### src/rtl/controle_escrita_registradores_pkg.sv
// -----------------------------------------------------------------------------
// controle_escrita_registradores_pkg
// Shared definitions for the register-file write-port controller:
//   - data and register-index widths, register count
//   - index of the hard-wired zero register
//   - writeback source identifiers (also the bit positions in the request and
//     grant vectors of the arbiter)
//   - helper that turns a register index into a one-hot scoreboard mask
// -----------------------------------------------------------------------------
package controle_escrita_registradores_pkg;

    localparam int DATA_WIDTH = 32;
    localparam int ADDR_WIDTH = 5;
    localparam int NUM_REGS   = 2 ** ADDR_WIDTH;

    localparam logic [ADDR_WIDTH-1:0] REG_ZERO = {ADDR_WIDTH{1'b0}};

    // Source IDs double as bit positions in the arbiter's req/gnt vectors.
    typedef enum logic {
        SRC_ULA = 1'b0,
        SRC_MEM = 1'b1
    } fonte_t;

    // One-hot mask with only bit idx set.
    function automatic logic [NUM_REGS-1:0] mascara_reg(input logic [ADDR_WIDTH-1:0] idx);
        logic [NUM_REGS-1:0] um;
        um = {{(NUM_REGS-1){1'b0}}, 1'b1};
        return um << idx;
    endfunction

endpackage

### src/rtl/controle_escrita_registradores_if.sv
// -----------------------------------------------------------------------------
// controle_escrita_registradores_if
// Bundles every signal between the write-port controller and its neighbours:
//   ULA writeback   : ula_valid, ula_rd, ula_dado       -> ula_ready
//   Load writeback  : mem_valid, mem_rd, mem_dado       -> mem_ready
//   Decode reserve  : reserva_valid, reserva_rd         -> reserva_ready
//   Decode hazard   : rs, rt                            -> stall
//   Register file   : RegWrite, rd, dado_escrita (write port), pendentes
// Modports:
//   master - the surrounding pipeline (requesters, decode, banco side)
//   slave  - the controller itself
// -----------------------------------------------------------------------------
interface controle_escrita_registradores_if
    import controle_escrita_registradores_pkg::*;
();

    logic                  ula_valid;
    logic [ADDR_WIDTH-1:0] ula_rd;
    logic [DATA_WIDTH-1:0] ula_dado;
    logic                  ula_ready;

    logic                  mem_valid;
    logic [ADDR_WIDTH-1:0] mem_rd;
    logic [DATA_WIDTH-1:0] mem_dado;
    logic                  mem_ready;

    logic                  reserva_valid;
    logic [ADDR_WIDTH-1:0] reserva_rd;
    logic                  reserva_ready;

    logic [ADDR_WIDTH-1:0] rs;
    logic [ADDR_WIDTH-1:0] rt;
    logic                  stall;

    logic                  RegWrite;
    logic [ADDR_WIDTH-1:0] rd;
    logic [DATA_WIDTH-1:0] dado_escrita;
    logic [NUM_REGS-1:0]   pendentes;

    modport master (
        output ula_valid, ula_rd, ula_dado,
        input  ula_ready,
        output mem_valid, mem_rd, mem_dado,
        input  mem_ready,
        output reserva_valid, reserva_rd,
        input  reserva_ready,
        output rs, rt,
        input  stall,
        input  RegWrite, rd, dado_escrita, pendentes
    );

    modport slave (
        input  ula_valid, ula_rd, ula_dado,
        output ula_ready,
        input  mem_valid, mem_rd, mem_dado,
        output mem_ready,
        input  reserva_valid, reserva_rd,
        output reserva_ready,
        input  rs, rt,
        output stall,
        output RegWrite, rd, dado_escrita, pendentes
    );

endinterface

### src/rtl/arbitro_rr2.sv
// -----------------------------------------------------------------------------
// arbitro_rr2
// Two-way round-robin arbiter. A grant is the acceptance itself (the
// requester holds its request until granted), so the pointer advances on
// every grant.
// Ports:
//   clock    in   clock, state on posedge
//   reset_n  in   asynchronous active-low reset; also masks all grants
//   i_req    in   [1:0] requests, bit index = source ID
//   o_gnt    out  [1:0] one-hot (or zero) grant, combinational
// On a tie the source NOT granted most recently wins. After reset the
// pointer says "ULA last", so MEM wins the first tie.
// -----------------------------------------------------------------------------
module arbitro_rr2
    import controle_escrita_registradores_pkg::*;
(
    input  logic       clock,
    input  logic       reset_n,
    input  logic [1:0] i_req,
    output logic [1:0] o_gnt
);

    fonte_t     r_ultimo;
    logic [1:0] w_req_ativo;
    logic [1:0] w_gnt;

    // Grant decode; requests are masked while reset is asserted so no
    // handshake completes during reset.
    always_comb begin
        w_req_ativo = i_req & {2{reset_n}};
        w_gnt       = 2'b00;
        case (w_req_ativo)
            2'b01:   w_gnt = 2'b01;
            2'b10:   w_gnt = 2'b10;
            2'b11: begin
                if (r_ultimo == SRC_ULA) begin
                    w_gnt = 2'b10;
                end else begin
                    w_gnt = 2'b01;
                end
            end
            default: w_gnt = 2'b00;
        endcase
    end

    // Last-granted pointer, updated only when a grant is issued.
    always_ff @(posedge clock or negedge reset_n) begin
        if (!reset_n) begin
            r_ultimo <= SRC_ULA;
        end else if (w_gnt[SRC_MEM]) begin
            r_ultimo <= SRC_MEM;
        end else if (w_gnt[SRC_ULA]) begin
            r_ultimo <= SRC_ULA;
        end else begin
            r_ultimo <= r_ultimo;
        end
    end

    assign o_gnt = w_gnt;

endmodule

### src/rtl/controle_escrita_registradores.sv
// -----------------------------------------------------------------------------
// controle_escrita_registradores
// Write-port controller for banco_registradores.
//   - Arbitrates the single write port between the ULA and load writeback
//     sources (round-robin, see arbitro_rr2).
//   - Registers the winning write onto RegWrite / rd / dado_escrita; the
//     register file commits it on the following edge.
//   - Keeps a per-register pending scoreboard: decode reserves a
//     destination, the bit clears on the edge the write is presented to the
//     register file, and stall is raised while rs/rt are pending.
// Ports:
//   clock    in   single clock, all state on posedge
//   reset_n  in   asynchronous active-low reset
//   bus      slave modport of controle_escrita_registradores_if
//            (ula_*/mem_* writeback handshakes, reserva_* reservation,
//             rs/rt/stall hazard check, RegWrite/rd/dado_escrita/pendentes)
// ready/stall outputs are combinational; write port and scoreboard are
// registered. Register 0 is never written and never marked pending.
// -----------------------------------------------------------------------------
module controle_escrita_registradores
    import controle_escrita_registradores_pkg::*;
(
    input  logic                            clock,
    input  logic                            reset_n,
    controle_escrita_registradores_if.slave bus
);

    logic [1:0]            w_req;
    logic [1:0]            w_gnt;
    logic [ADDR_WIDTH-1:0] w_sel_rd;
    logic [DATA_WIDTH-1:0] w_sel_dado;
    logic                  w_aceita;
    logic                  w_escreve;
    logic                  w_limpa;
    logic                  w_marca;
    logic                  w_reserva_ready;
    logic                  w_stall;
    logic [NUM_REGS-1:0]   w_mask_limpa;
    logic [NUM_REGS-1:0]   w_mask_marca;
    logic [NUM_REGS-1:0]   w_pend_nxt;

    logic                  r_regwrite;
    logic [ADDR_WIDTH-1:0] r_rd;
    logic [DATA_WIDTH-1:0] r_dado;
    logic [NUM_REGS-1:0]   r_pendentes;

    // Request vector ordered by source ID: bit 0 = ULA, bit 1 = MEM.
    assign w_req = {bus.mem_valid, bus.ula_valid};

    arbitro_rr2 u_arbitro (
        .clock   (clock),
        .reset_n (reset_n),
        .i_req   (w_req),
        .o_gnt   (w_gnt)
    );

    assign bus.ula_ready = w_gnt[SRC_ULA];
    assign bus.mem_ready = w_gnt[SRC_MEM];

    // Mux of the granted source; a writeback to r0 is accepted but dropped.
    always_comb begin
        w_sel_rd   = bus.ula_rd;
        w_sel_dado = bus.ula_dado;
        if (w_gnt[SRC_MEM]) begin
            w_sel_rd   = bus.mem_rd;
            w_sel_dado = bus.mem_dado;
        end else begin
            w_sel_rd   = bus.ula_rd;
            w_sel_dado = bus.ula_dado;
        end
        w_aceita  = |w_gnt;
        w_escreve = w_aceita && (w_sel_rd != REG_ZERO);
    end

    // Registered write port; rd/dado keep their last value when idle.
    always_ff @(posedge clock or negedge reset_n) begin
        if (!reset_n) begin
            r_regwrite <= 1'b0;
            r_rd       <= REG_ZERO;
            r_dado     <= {DATA_WIDTH{1'b0}};
        end else if (w_escreve) begin
            r_regwrite <= 1'b1;
            r_rd       <= w_sel_rd;
            r_dado     <= w_sel_dado;
        end else begin
            r_regwrite <= 1'b0;
            r_rd       <= r_rd;
            r_dado     <= r_dado;
        end
    end

    // Reservation / hazard decode. A reservation of an already pending
    // register (WAW) is refused; r0 is always accepted and never marked.
    always_comb begin
        w_reserva_ready = (!r_pendentes[bus.reserva_rd]) || (bus.reserva_rd == REG_ZERO);
        w_marca         = bus.reserva_valid && w_reserva_ready && (bus.reserva_rd != REG_ZERO);
        w_stall         = ((bus.rs != REG_ZERO) && r_pendentes[bus.rs]) ||
                          ((bus.rt != REG_ZERO) && r_pendentes[bus.rt]);
    end

    // Scoreboard next state: the bit clears on the edge the register file
    // commits (write currently presented). Set is applied after clear so a
    // new producer reserving the same register on that edge keeps it pending.
    always_comb begin
        w_limpa      = r_regwrite && (r_rd != REG_ZERO);
        w_mask_limpa = w_limpa ? mascara_reg(r_rd) : {NUM_REGS{1'b0}};
        w_mask_marca = w_marca ? mascara_reg(bus.reserva_rd) : {NUM_REGS{1'b0}};
        w_pend_nxt   = (r_pendentes & ~w_mask_limpa) | w_mask_marca;
    end

    // Scoreboard register.
    always_ff @(posedge clock or negedge reset_n) begin
        if (!reset_n) begin
            r_pendentes <= {NUM_REGS{1'b0}};
        end else begin
            r_pendentes <= w_pend_nxt;
        end
    end

    assign bus.reserva_ready = w_reserva_ready;
    assign bus.stall         = w_stall;
    assign bus.RegWrite      = r_regwrite;
    assign bus.rd            = r_rd;
    assign bus.dado_escrita  = r_dado;
    assign bus.pendentes     = r_pendentes;

endmodule

### src/flat_wrapper.sv
// flat-port wrapper written by rule: the top's interface ports become plain ports
module controle_escrita_registradores_flat import controle_escrita_registradores_pkg::*;
  (clock, reset_n, bus_ula_valid, bus_ula_rd, bus_ula_dado, bus_ula_ready, bus_mem_valid, bus_mem_rd, bus_mem_dado, bus_mem_ready, bus_reserva_valid, bus_reserva_rd, bus_reserva_ready, bus_rs, bus_rt, bus_stall, bus_RegWrite, bus_rd, bus_dado_escrita, bus_pendentes);
  controle_escrita_registradores_if bus_i ();
  input  logic clock;
  input  logic reset_n;
  input wire logic [$bits(bus_i.ula_valid)-1:0] bus_ula_valid;
  input wire logic [$bits(bus_i.ula_rd)-1:0] bus_ula_rd;
  input wire logic [$bits(bus_i.ula_dado)-1:0] bus_ula_dado;
  output wire logic [$bits(bus_i.ula_ready)-1:0] bus_ula_ready;
  input wire logic [$bits(bus_i.mem_valid)-1:0] bus_mem_valid;
  input wire logic [$bits(bus_i.mem_rd)-1:0] bus_mem_rd;
  input wire logic [$bits(bus_i.mem_dado)-1:0] bus_mem_dado;
  output wire logic [$bits(bus_i.mem_ready)-1:0] bus_mem_ready;
  input wire logic [$bits(bus_i.reserva_valid)-1:0] bus_reserva_valid;
  input wire logic [$bits(bus_i.reserva_rd)-1:0] bus_reserva_rd;
  output wire logic [$bits(bus_i.reserva_ready)-1:0] bus_reserva_ready;
  input wire logic [$bits(bus_i.rs)-1:0] bus_rs;
  input wire logic [$bits(bus_i.rt)-1:0] bus_rt;
  output wire logic [$bits(bus_i.stall)-1:0] bus_stall;
  output wire logic [$bits(bus_i.RegWrite)-1:0] bus_RegWrite;
  output wire logic [$bits(bus_i.rd)-1:0] bus_rd;
  output wire logic [$bits(bus_i.dado_escrita)-1:0] bus_dado_escrita;
  output wire logic [$bits(bus_i.pendentes)-1:0] bus_pendentes;
  assign bus_i.ula_valid = bus_ula_valid;
  assign bus_i.ula_rd = bus_ula_rd;
  assign bus_i.ula_dado = bus_ula_dado;
  assign bus_ula_ready = bus_i.ula_ready;
  assign bus_i.mem_valid = bus_mem_valid;
  assign bus_i.mem_rd = bus_mem_rd;
  assign bus_i.mem_dado = bus_mem_dado;
  assign bus_mem_ready = bus_i.mem_ready;
  assign bus_i.reserva_valid = bus_reserva_valid;
  assign bus_i.reserva_rd = bus_reserva_rd;
  assign bus_reserva_ready = bus_i.reserva_ready;
  assign bus_i.rs = bus_rs;
  assign bus_i.rt = bus_rt;
  assign bus_stall = bus_i.stall;
  assign bus_RegWrite = bus_i.RegWrite;
  assign bus_rd = bus_i.rd;
  assign bus_dado_escrita = bus_i.dado_escrita;
  assign bus_pendentes = bus_i.pendentes;
  controle_escrita_registradores u_core (.clock(clock), .reset_n(reset_n), .bus(bus_i));
endmodule
### config.mk
export PLATFORM = sky130hd
export DESIGN_NAME = controle_escrita_registradores_flat
export DESIGN_NICKNAME = d
export VERILOG_FILES = /design/src/rtl/controle_escrita_registradores_pkg.sv /design/src/rtl/controle_escrita_registradores_if.sv /design/src/rtl/arbitro_rr2.sv /design/src/rtl/controle_escrita_registradores.sv /design/src/flat_wrapper.sv
export SDC_FILE = /design/constraint.sdc
export NUM_CORES = 1
export LEC_CHECK = 0
export CAP_MARGIN = 20
export CORE_ASPECT_RATIO = 1.4
export CORE_MARGIN = 10
export CORE_UTILIZATION = 44
export CTS_CLUSTER_DIAMETER = 40
export DETAILED_ROUTE_END_ITERATION = 10
export PLACE_DENSITY = 0.93
export SYNTH_ARGS = -nofsm -noshare
export SYNTH_HDL_FRONTEND = slang
export SYNTH_HIERARCHICAL = 1
export SYNTH_SLANG_ARGS = --single-unit
### constraint.sdc
create_clock -name clock -period 2.9 [get_ports clock]
set_input_delay 0.725 -clock clock [delete_from_list [all_inputs] [get_ports clock]]
set_output_delay 0.725 -clock clock [all_outputs]
set_load 0.01 [all_outputs]
# [After elaboration in Yosys (flattened, before gate mapping)]
# Index checks and enable logic that the tools add are counted.
[totals] regBits=71 in_bits=94 out_inout_bits=74
[classes] order_cmp=3 eq_ne=3 shift=2 mux=15 n_bitwise=4 reduce_logical=17
[op_table] operator="2-to-1 mux 32 bit" n=3
[op_table] operator="<< shifter 1 x 5 -> 32 bit (first input constant)" n=2
[op_table] operator="AND 32 bit" n=1
[op_table] operator="inverter 32 bit" n=1
[op_table] operator="OR 32 bit" n=1
[op_table] operator="nonzero test 5 bit" n=5
[op_table] operator="< comparator 5 x 6 -> 1 bit (second input constant)" n=3
[op_table] operator="binary-select mux 1 bit (select 5 bit)" n=3
[op_table] operator="logical AND 1 bit" n=6
[op_table] operator="2-to-1 mux 1 bit" n=6
[op_table] operator="case mux 2 bit (3 select lines)" n=1
[op_table] operator="zero test 5 bit" n=1
[op_table] operator="2-to-1 mux 5 bit" n=1
[op_table] operator="equality test 2 bit (second input constant)" n=2
[op_table] operator="AND 2 bit" n=1
[op_table] operator="equality test 2 x 1 -> 1 bit (second input constant)" n=1
[op_table] operator="logical OR 1 bit" n=2
[op_table] operator="2-to-1 mux 2 bit" n=1
[op_table] operator="nonzero test 2 bit" n=1
[op_table] operator="OR reduction 2 bit" n=1
[op_table] operator="zero test 1 bit" n=1

# [Depth between registers and ports, before layout]
[depth] ltp_word=8 ltp_mapped=8 depth_no_buf=6

# [By module]
# Netlist, hierarchy kept.
[by_module_without_submodules] mod="controle_escrita_registradores" n_inst=1 cells_each=376 area_each_um2=4013.8 seq_area_each_um2=1751.7
[by_module_without_submodules] mod="arbitro_rr2" n_inst=1 cells_each=8 area_each_um2=61.3 seq_area_each_um2=25.0

# [Worst setup path after synthesis]
# OpenSTA, ideal clock, no wires.
[synth_path] path_kind="input-to-output" startpoint="in bus_rs[0]" endpoint="out bus_stall" t_arrival_ps=2125 t_required_ps=2175 path_slack_ps=50 path_stages=6 path_buffers=1 path_cell_list="clkbuf_1 -> mux4_2 -> nand2_1 -> o21ai_0 -> o311ai_0 -> nand4_1"
[synth_via] elab_chain_cells=4
[synth_lines] item="from (decl)" line_no="flat_wrapper.sv:18" source="input wire logic [$bits(bus_i.rs)-1:0] bus_rs;"
[synth_lines] item="binary-select mux 1 bit (select 5 bit)" line_no="controle_escrita_registradores.sv:97" source="w_stall = ((bus.rs != REG_ZERO) && r_pendentes[bus.rs]) ||"
[synth_lines] item="2-to-1 mux 1 bit (implied by the code)" line_no="controle_escrita_registradores.sv:97"
[synth_lines] item="logical AND 1 bit *" line_no="controle_escrita_registradores.sv:97"
[synth_lines] item="logical OR 1 bit *" line_no="controle_escrita_registradores.sv:97"
[synth_lines] item="to (decl)" line_no="flat_wrapper.sv:20" source="output wire logic [$bits(bus_i.stall)-1:0] bus_stall;"
# Mark *: on every way between the ends. The rest lies on a longest branch, timed or not. The select of a mux whose other input is x is not followed.

# [Final worst setup path]
[layout_path] startpoint="in bus_reserva_rd[1]" endpoint="out bus_reserva_ready"
[layout_via] elab_chain_cells=4
[layout_lines] item="from (decl)" line_no="flat_wrapper.sv:16" source="input wire logic [$bits(bus_i.reserva_rd)-1:0] bus_reserva_rd;"
[layout_lines] item="binary-select mux 1 bit (select 5 bit)" line_no="controle_escrita_registradores.sv:95" source="w_reserva_ready = (!r_pendentes[bus.reserva_rd]) || (bus.reserva_rd == REG_ZERO);"
[layout_lines] item="2-to-1 mux 1 bit (implied by the code)" line_no="controle_escrita_registradores.sv:95"
[layout_lines] item="zero test 1 bit" line_no="controle_escrita_registradores.sv:95"
[layout_lines] item="logical OR 1 bit *" line_no="controle_escrita_registradores.sv:95"
[layout_lines] item="to (decl)" line_no="flat_wrapper.sv:17" source="output wire logic [$bits(bus_i.reserva_ready)-1:0] bus_reserva_ready;"
# Marked as above.

==> results by group <==
Status
  – Outcome: finished, final reports clean

Pwr
  – Pleak: 2.51 nW
  – PwrDens: 774 mW/mm^2
  – Worst VDD drop: 0.000536 V

Critical path
  – CP cell instances: buf_2, mux2i_1, mux4_2, nor3b_4, a311oi_1, o21ai_1, buf_2
  – Most frequent CP cell: buf_2
  – Worst setup SP type: primary input
  – Setup Crit Path Kind: primary input to primary output
  – Crit. Startpoint: bus_reserva_rd[1]
  – Bufs and invs on worst path: 2
  – Largest stage delay on the critical path: 0.51 ns
  – Endpoint type of the worst setup path: primary output
  – Crit path DAT: around 2.2 ns
  – Critical Path RT: 2.17 ns
  – Crit-path max FO: 6
  – Worst r2r src: u_core/u_arbitro/r_ultimo
  – Cell family with most CP delay: multiplexers
  – CP max stage cell: mux4_2

Yosys
  – Synth top area cells: dfrtp_1, mux2i_1, mux4_2
  – Largest area contributor in the netlist: dfrtp_1
  – Synth warn: 6
  – Seq cells post-synth: 71
  – Post-Synthesis Cells: ~380
  – Top-area cell type share of the netlist area: approximately 44%
  – Syn Nets: 478
  – Post-synth EDFFs: 0
  – Distinct cells, synth: 49
  – Asr flop ratio synth: 100%
  – Synth Cell Area: 0.00408 sq mm
  – Avg Cell Area, Syn: 10.6 sq um
  – Most used DFF post-synth: dfrtp_1
  – Seq/Total Area, Yosys: a little over two fifths

Run
  – Max-cap viol count: 0

Final layout
  – Area Growth Syn to Fin: 56.7%
  – Layout cell share with drive strength beyond 1: a little under a fifth
  – Fill cells: approximately 640
  – Final Net Count: just under 700
  – Most frequent cells in the layout: clkdlybuf4s50_1, dfrtp_1, mux2i_1
  – Design area: around 0.0064 sq mm
  – Commonest non-fill, non-tap cell in the layout: clkdlybuf4s50_1

Clocking
  – Hold-fix buffers, CTS: 0
  – Clk Latency, worst-skew pair: 0.33 ns
  – H-tree depth: 3
  – CTS buffer count: 9
  – Clock sink count: 71
  – Clock transition at path regs: 0.06 ns
  – CTS Buffer Depth: 2
  – CTS Root Cell: clkbuf_16
  – CTS tree: yes

Worst hold path
  – Worst hold start: u_core/bus.pendentes[0]
  – Worst min-delay path class: flip-flop to flip-flop

Placed design
  – RePlAce Congestion: 0.994
  – Hpwl dp: 12.4 mm
  – Placed cell area: 0.00609 sq mm
  – I/O Buffers: 167

Floorplanning
  – Core Region: 0.00903 sq mm
  – Die area: ~0.014 sq mm
  – Floorplan row count: 41
  – IO Pins: between 150 and 200
  – Die X: 101 um
  – Starting density of the core: between 40% and 50%
  – Die span in y: 134 um

Routing
  – Number of DRC markers in iteration 0: 342
  – Vias post-DR: 4154
  – Final ANT Viol Nets: 0
  – Via/cell ratio: 5.99
  – DR pass1 iterations: 5
  – Final routed DRC violation total: 0
  – Detailed-route wire length per cell: 22.7 um
  – Routed WL: 15.7 mm

STA
  – RSZ-0062 raised after global routing: true
  – Worst relative slew slack: roughly 57%
  – Final hold slack: about 0.41 ns
  – Clk_skew: 0.00535 ns
  – Setup-failing EPs final: 0
  – Min Tclk post-route: 2.90 ns
  – Crit share post-route: roughly 100%
  – Worst-margin pin slew: approximately 0.65 ns
  – Max Clock Freq: around 0.34 GHz
  – Pins Over Slew Limit: 0
  – Hold Vio Cnt, Final: 0

Global routing
  – GRT Total Usage: a little under a quarter
  – Global-route wire length before repair: 24.8 mm
  – Initial antenna violation count: 0
  – Vias in the first global route: 4551
  – Pin count of the biggest net entering global routing: 57
  – Total grt overflow: 0
path summary, 6_finish.rpt:
| check | endpoint | slack [ns] | depth (start not counted) |
|---|---|---|---|
| setup / recovery | bus_reserva_ready | 0.0003 | 7 |
| setup reg to reg | u_core/bus.dado_escrita[22] | 0.73 | 7 |
| hold / removal | u_core/bus.pendentes[0] | 0.41 | 0 |
| min in group asynchronous | u_core/bus.pendentes[10] | 0.50 | 2 |
| hold reg to reg | u_core/bus.pendentes[0] | 0.41 | 0 |
| max in group asynchronous | u_core/bus.dado_escrita[30] | 2.08 | 2 |
power by group:
part / internal [W] / leakage (nW) / switching, W
sequential: 0.00132 / 0.782 / 0.000419
combinational: 0.00128 / 1.59 / 0.000953
clock: 0.000571 / 0.133 / 0.000395
total: 0.00317 / 2.51 / 0.00177
sequential cells by signal, indices dropped and copies added, names as in the netlist:
signal / flops
u_core/bus.dado_escrita: 32
u_core/bus.pendentes: 32
u_core/u_arbitro/r_ultimo: 1
u_core/bus.rd: 5
u_core/bus.RegWrite: 1
cell families after synthesis:
| logic type | share of synthesized area (%) |
|---|---|
| and+or+nand+nor | 13.3 |
| buffers and inverters | 3.50 |
| AOI/OAI and AO/OA | 16.5 |
| DFF | 43.6 |
| muxes | 23.1 |
worst register-to-register path, stage by stage (launching register included):
cell	delay [ns]
dfrtp_1	0.41
a21oi_4	0.17
buf_4	0.55
o21ai_1	0.26
o21ai_4	0.18
buf_12	0.28
nor2_1	0.08
a21oi_1	0.16
synth_stat cells (2+ instances only):
cell type,instances
dfrtp_1,71
mux2i_1,45
a21oi_1,42
nor2_1,41
o21ai_0,34
o21ai_1,29
mux4_2,18
clkbuf_1,17
nand2_1,15
nand3b_1,7
inv_1,5
nand3_1,5
nand2b_1,4
nor3b_1,4
buf_2,3
buf_6,3
mux2_2,3
mux4_1,2
nor3_1,2
nor4b_1,2
nor4bb_1,2
or3_1,2
or4_1,2
per-stage QoR:
| step | std cells | setup WS (ns) | total power [W] | utilization, % | TNS [ns] |
|---|---|---|---|---|---|
| global placement | 674 | -0.864 | 0.00383 | 67.5 | -1.69 |
| finish | 693 | 0.000260 | 0.00494 | 70.7 | 0 |
| floorplan | 384 | 0.0497 | 0.00254 | - | 0 |
| detailed placement | 674 | -0.894 | 0.00393 | 67.5 | -4.82 |
| CTS | 691 | -0.0936 | 0.00492 | 70.2 | -0.0936 |
| global route | 691 | -0.0152 | 0.00518 | 70.7 | -0.0159 |
layer usage:
metal  wire length [um]  vias to the layer above  track usage [%]  share of wire [%]
met4                499                        0             9.47                3.2
met1               5380                     1962             24.7                 34
met3               2120                       50             11.0                 13
met2               7730                      318             38.2                 49
li1                   -                     1824                -                  -
met5                  0                        -                0                  0
timing repair:
item                                    in CTS  in global routing
buffers inserted                             1                  1
pin swaps                                    6                 10
hold endpoints to repair                     0                  0
gates resized for setup                     46                 22
endpoints found under the setup margin       3                  2
final cells by class:
cell class | count | area (sq um) | area share, %
well taps | 107 | 134 | 2.10
inverters | 5 | 18.8 | 0.294
clock inverters | 5 | 25.0 | 0.392
repair buffers | 209 | 1990 | 31.1
flip-flops and latches | 71 | 1780 | 27.8
diodes | 2 | 5.00 | 0.0784
clock buffers | 11 | 233 | 3.64
multi-input cells | 283 | 2210 | 34.6
(Power assumes the default switching activity.)
==> patch 1 (same flow settings) <==
Change the package constant `DATA_WIDTH` from 32 to 16.
--- a/src/rtl/controle_escrita_registradores_pkg.sv
+++ b/src/rtl/controle_escrita_registradores_pkg.sv
@@ -9,7 +9,7 @@
 // -----------------------------------------------------------------------------
 package controle_escrita_registradores_pkg;
 
-    localparam int DATA_WIDTH = 32;
+    localparam int DATA_WIDTH = 16;
     localparam int ADDR_WIDTH = 5;
     localparam int NUM_REGS   = 2 ** ADDR_WIDTH;
 
Ports: changed (resized bus_dado_escrita, bus_mem_dado and bus_ula_dado); port bits go from 168 to 120. No check against the original RTL was run, so the function may have changed too.
==> patch 1 against the original RTL <==
The flow now finishes with violations (negative setup slack). Critical path depth stayed put. Sequential cell count fell by 16. Routed wire length down 18%. Worst hold slack improved by 24 ps. Cell area decreased by 21%. Power is 18% lower. Area after synthesis down 19%. Die area decreased by 16%. Fmax down 2.2%. Clock skew grew 1.1 ps. Global-route usage is 0.99 points lower. Worst setup slack worse by 66 ps. Largest cell class unchanged.
==> patch 1: results (changes against the original RTL) <==
GRTUSAGEMET1_PCT=22.0  # was 24.7%
POSTLAYOUTSETUPSLACKWORST_PS=-65.6  # was 0.260 ps
PLACEDCELLCOUNT=564  # was 674
P_LEAK_nW=1.97  # was 2.51 nW
FIN_SKEW_PS=6.45  # was 5.35 ps
FINAL_NET_COUNT=539  # was 673
DETAILED_PLACE.AREA_UM2=4920  # was 6090 um2
R2R-START='u_core/bus.pendentes[28]'  # was u_core/u_arbitro/r_ultimo
PLACE_HPWL_MM=9.87  # was 12.4 mm
CTS_INSERTED_BUFFERS=5  # was 9
WORSTPATHMAXFANOUT=8  # was 6
DRTITER0DRC=338  # was 342
ANTENNA-DIODE-COUNT=0  # was 2
YS_SEQ_AREA_SHARE_PCT=41.8  # was 43.6%
DP_WORST_SETUP_SLACK_PS=-996  # was -894 ps
FIRST_GLOBAL_VIAS=3789  # was 4,551
M1WIRELENGTH_MM=4.31  # was 5.38 mm
GRTUSAGEMET2_PCT=38.8  # was 38.2%
TIGHTEST_SLEW_PS=696  # was 652 ps
SYNTH.LIB_CELLS_USED.DISTINCT=37  # was 49
YOSYS-TOP-CELLS-AREA='sky130_fd_sc_hd__dfrtp_1, sky130_fd_sc_hd__o21ai_0, sky130_fd_sc_hd__mux4_2, sky130_fd_sc_hd__mux2i_1, sky130_fd_sc_hd__mux4_1'  # was sky130_fd_sc_hd__dfrtp_1, sky130_fd_sc_hd__mux2i_1, sky130_fd_sc_hd__mux4_2, sky130_fd_sc_hd__a21oi_1, sky130_fd_sc_hd__o21ai_0
H-TREE-DEPTH=2  # was 3
SETUP_TNS_PS=-65.6  # was 0 ps
VIAS_PER_CELL=6.14  # was 5.99
FRACTION_OF_LAYOUT_INSTANCES_USING_A_DRIVE_STRENGTH_ABOVE_1_PCT=23.4  # was 18.5%
CP-STARTPOINT='bus_reserva_rd[0]'  # was bus_reserva_rd[1]
GRT_USAGE_PCT=22.2  # was 23.2%
VIAS=3530  # was 4,154
WL_MET2_MM=6.54  # was 7.73 mm
CLKTRANSATPATHREGS_PS=100  # was 60 ps
WORST_SKEW_PAIR.LATE_LATENCY_PS=310  # was 330 ps
MET3ROUTEDLENGTH_MM=1.35  # was 2.12 mm
VDD_IR_DROP_MAX_mV=0.441  # was 0.536 mV
VIOLATED_CHECKS='negative setup slack'
DRT_WL_TOTAL_MM=12.9  # was 15.7 mm
CTS-ROOT-BUF='sky130_fd_sc_hd__clkbuf_8'  # was sky130_fd_sc_hd__clkbuf_16
R2R-END='u_core/bus.pendentes[24]'  # was u_core/bus.dado_escrita[22]
TIMING.REG2REG.WORST_PATH_DEPTH=5  # was 7
SETUP_VIOL_COUNT_FINAL=1  # was 0
SYNTH_FP_NETS=381  # was 478
OUTCOME='finished, violations left'  # was finished, final reports clean
USE_MET3_PCT=7.82  # was 11.0%
FINALHOLDWORSTSLACK_PS=437  # was 413 ps
==> patch 1: cell count changes in the layout (fill, tap and decap cells not counted), moves of 5 or more <==
cell                              unedited run  this run
sky130_fd_sc_hd__clkinv_2                    5         0
sky130_fd_sc_hd__dfrtp_1                    71        55
sky130_fd_sc_hd__o21ai_1                    28         1
sky130_fd_sc_hd__clkdlybuf4s50_1           151       104
sky130_fd_sc_hd__mux2i_1                    45        23
sky130_fd_sc_hd__nand2_1                    15        23
sky130_fd_sc_hd__clkbuf_16                   9         0
sky130_fd_sc_hd__clkbuf_8                    0         7
sky130_fd_sc_hd__nor2_1                     41        28
sky130_fd_sc_hd__a21oi_1                    41        22
sky130_fd_sc_hd__o21ai_0                    34        61
sky130_fd_sc_hd__buf_4                      41        48
==> patch 1: layout make-up <==
cell class | count | area, um2
timing repair buffer | 171 | 1600
inverter | 2 | 7.51
multi-input combinational | 242 | 1870
tap | 97 | 121
fill | 557 | 2240
sequential | 55 | 1380
clock inverter | 1 | 7.51
clock buffer | 7 | 96.3
==> patch 1: what timing repair did <==
| item | 4_1_cts | 5_1_grt |
|---|---|---|
| buffers inserted | 4 | 0 |
| pin swaps | 6 | 7 |
| gates resized for setup | 54 | 17 |
| endpoints found under the setup margin | 2 | 3 |
==> patch 1: cell families (layout without fill, tap and decap cells) <==
| group | count (synthesis) | count (layout) | share of synthesized area (%) |
|---|---|---|---|
| AO/OA/AOI/OAI | 100 | 100 | 16.6 |
| flip-flops | 55 | 55 | 41.8 |
| multiplexers | 51 | 51 | 24.5 |
| buffers and inverters | 22 | 181 | 2.89 |
| AND/OR/NAND/NOR | 91 | 91 | 14.1 |
==> patch 1: report_power, final <==
group          total [mW]  switching [mW]  internal [mW]
clock               0.466           0.249          0.218
sequential           1.31           0.270           1.04
combinational        2.26            1.00           1.26
==> patch 2 (config.mk and constraints unchanged) <==
Without the edit above. Reset style: synchronous (`reset_n`), changed in 3 clocked blocks. Comments in the files are not updated.
--- a/src/rtl/arbitro_rr2.sv
+++ b/src/rtl/arbitro_rr2.sv
@@ -44,7 +44,7 @@
     end
 
     // Last-granted pointer, updated only when a grant is issued.
-    always_ff @(posedge clock or negedge reset_n) begin
+    always_ff @(posedge clock) begin
         if (!reset_n) begin
             r_ultimo <= SRC_ULA;
         end else if (w_gnt[SRC_MEM]) begin
--- a/src/rtl/controle_escrita_registradores.sv
+++ b/src/rtl/controle_escrita_registradores.sv
@@ -73,7 +73,7 @@
     end
 
     // Registered write port; rd/dado keep their last value when idle.
-    always_ff @(posedge clock or negedge reset_n) begin
+    always_ff @(posedge clock) begin
         if (!reset_n) begin
             r_regwrite <= 1'b0;
             r_rd       <= REG_ZERO;
@@ -109,7 +109,7 @@
     end
 
     // Scoreboard register.
-    always_ff @(posedge clock or negedge reset_n) begin
+    always_ff @(posedge clock) begin
         if (!reset_n) begin
             r_pendentes <= {NUM_REGS{1'b0}};
         end else begin
Behaviour: differs if reset_n is asserted again (counterexample within 4 cycles, from zero or initial values and one cycle with reset_n low); with reset_n held inactive, the same outputs for 10 cycles.
==> patch 2 against the original RTL <==
Sequential cell count did not move. Routed wire length rose by 6.7%. Cell count rose by 6.2%. Area after synthesis rose by 2.3%. Highest routed layer unchanged. Critical endpoint unchanged. Global-route usage rose by 0.61 points. Cell area rose by 2.5%. Critical path type unchanged. Worst setup slack improved by 31 ps. First-iteration DRC count rose by 13%. Non-clock buffer count rose by 5.
Power is not compared: it rests on default switching activity, and its combinational part moved more than twofold at a synthesized area within 25%.
==> patch 2: results (changes against the original RTL) <==
OUTCOME='finished, final reports clean'  # unchanged
SYNTH_ASYNC_SR_FLOP_SHARE_PCT=0  # was 100%
FINAL_NET_COUNT=715  # was 673
CELLPOWERDENSITY_nW_PER_UM2=430
VIAS_PER_CELL=6.26  # was 5.99
PLACE_HPWL_MM=12.5  # was 12.4 mm
FINAL-INSTANCE-COUNT-EXCL-FILL=736  # was 693
GRT_MAX_DEGREE=75  # was 57
DETAILED_PLACE.AREA_UM2=6160  # was 6090 um2
HOLD_START='u_core/bus.pendentes[0]'  # unchanged
FINALHOLDWORSTSLACK_PS=463  # was 413 ps
DRTITER0DRC=388  # was 342
TIMING.REG2REG.WORST_PATH_DEPTH=8  # was 7
NUMBER_OF_PORT_BUFFERS=167  # unchanged
YOSYS-TOP-CELLS-AREA='sky130_fd_sc_hd__dfxtp_1, sky130_fd_sc_hd__mux4_2, sky130_fd_sc_hd__mux2i_1, sky130_fd_sc_hd__o211a_1, sky130_fd_sc_hd__o21ai_0'  # was sky130_fd_sc_hd__dfrtp_1, sky130_fd_sc_hd__mux2i_1, sky130_fd_sc_hd__mux4_2, sky130_fd_sc_hd__a21oi_1, sky130_fd_sc_hd__o21ai_0
GPL.FINAL_WEIGHTED_CONGESTION=1.01  # was 0.994
FRACTION_OF_LAYOUT_INSTANCES_USING_A_DRIVE_STRENGTH_ABOVE_1_PCT=17.6  # was 18.5%
FILLCELLCOUNT=638  # was 642
WORSTPATHARRIVAL_PS=2140  # was 2170 ps
GRT_USAGE_PCT=23.8  # was 23.2%
R2R-END='u_core/bus.dado_escrita[7]'  # was u_core/bus.dado_escrita[22]
NETLIST_INSTANCES=437  # was 384
SYNTH_FP_NETS=531  # was 478
P_LEAK_nW=2.68
DRT_WL_TOTAL_MM=16.8  # was 15.7 mm
ANTENNA-DIODE-COUNT=0  # was 2
DP_WORST_SETUP_SLACK_PS=-938  # was -894 ps
SYNTH.LIB_CELLS_USED.DISTINCT=52  # was 49
TIGHTEST_SLEW_PS=708  # was 652 ps
MIN_PERIOD_OVER_PERIOD_PCT=98.9  # was 100%
R2R-START='u_core/u_arbitro/r_ultimo'  # unchanged
YS_SEQ_AREA_SHARE_PCT=34.1  # was 43.6%
CP-STARTPOINT='bus_reserva_rd[0]'  # was bus_reserva_rd[1]
H-TREE-DEPTH=3  # unchanged
FIRST_GLOBAL_VIAS=4918  # was 4,551
FIN_SKEW_PS=4.81  # was 5.35 ps
YOSYS-TOP-CELLS-COUNT='sky130_fd_sc_hd__dfxtp_1, sky130_fd_sc_hd__o21ai_0, sky130_fd_sc_hd__mux2i_1, sky130_fd_sc_hd__o211a_1, sky130_fd_sc_hd__clkbuf_1'  # was sky130_fd_sc_hd__dfrtp_1, sky130_fd_sc_hd__mux2i_1, sky130_fd_sc_hd__a21oi_1, sky130_fd_sc_hd__nor2_1, sky130_fd_sc_hd__o21ai_0
REG2REG_SETUP_SLACK_PS=1020  # was 730 ps
patch 2: cell families after synthesis:
kind of cell,synth area share (%)
AO/OA/AOI/OAI,29.4
AND/OR/NAND/NOR,12.0
flip-flops,34.1
multiplexers,19.2
buffers and inverters,5.31
patch 2: timing repair:
item | CTS | global route
gates cloned | 1 | 0
setup buffers | 1 | 1
setup endpoints to repair | 2 | 2
resized for setup | 51 | 14
pin swaps | 8 | 9
hold buffers | 0 | 0
patch 2: worst max-delay path, delay by kind of cell:
family                 cells  cell delay, ps
muxes                      1             510
buffers and inverters      2             320
AOI/OAI and AO/OA          3             590
patch 2: worst min path at each step:
stage / endpoint / cells past startpoint
CTS: u_core/bus.pendentes[0] / 1
floorplan: u_core/u_arbitro/r_ultimo / 2
detailed placement: u_core/bus.pendentes[0] / 1
global placement: u_core/bus.pendentes[0] / 1
finish: u_core/bus.pendentes[0] / 1
global route: u_core/bus.pendentes[0] / 1
patch 2: where the power goes:
part | switching [mW] | internal (mW)
Sequential | 0.0536 | 1.03
Combinational | 0.282 | 0.361
Clock | 0.422 | 0.663
Total | 0.757 | 2.05
patch 2: routing by layer:
layer | up-vias | part of all wire, % | global-route usage, %
li1 | 2066 | - | -
met1 | 2133 | 33 | 24.3
met2 | 336 | 49 | 39.3
met3 | 72 | 13 | 10.6
met4 | 0 | 5.0 | 13.4
met5 | - | 0 | 0
patch 2: final cells by class:
| cell class | count | share of cell area, % |
|---|---|---|
| Clock buffer | 10 | 3.50 |
| Clock inverter | 6 | 0.937 |
| Inverter | 7 | 0.402 |
| Multi-Input combinational cell | 318 | 40.2 |
| Sequential cell | 71 | 21.7 |
| Tap cell | 110 | 2.10 |
| Timing Repair Buffer | 214 | 31.2 |
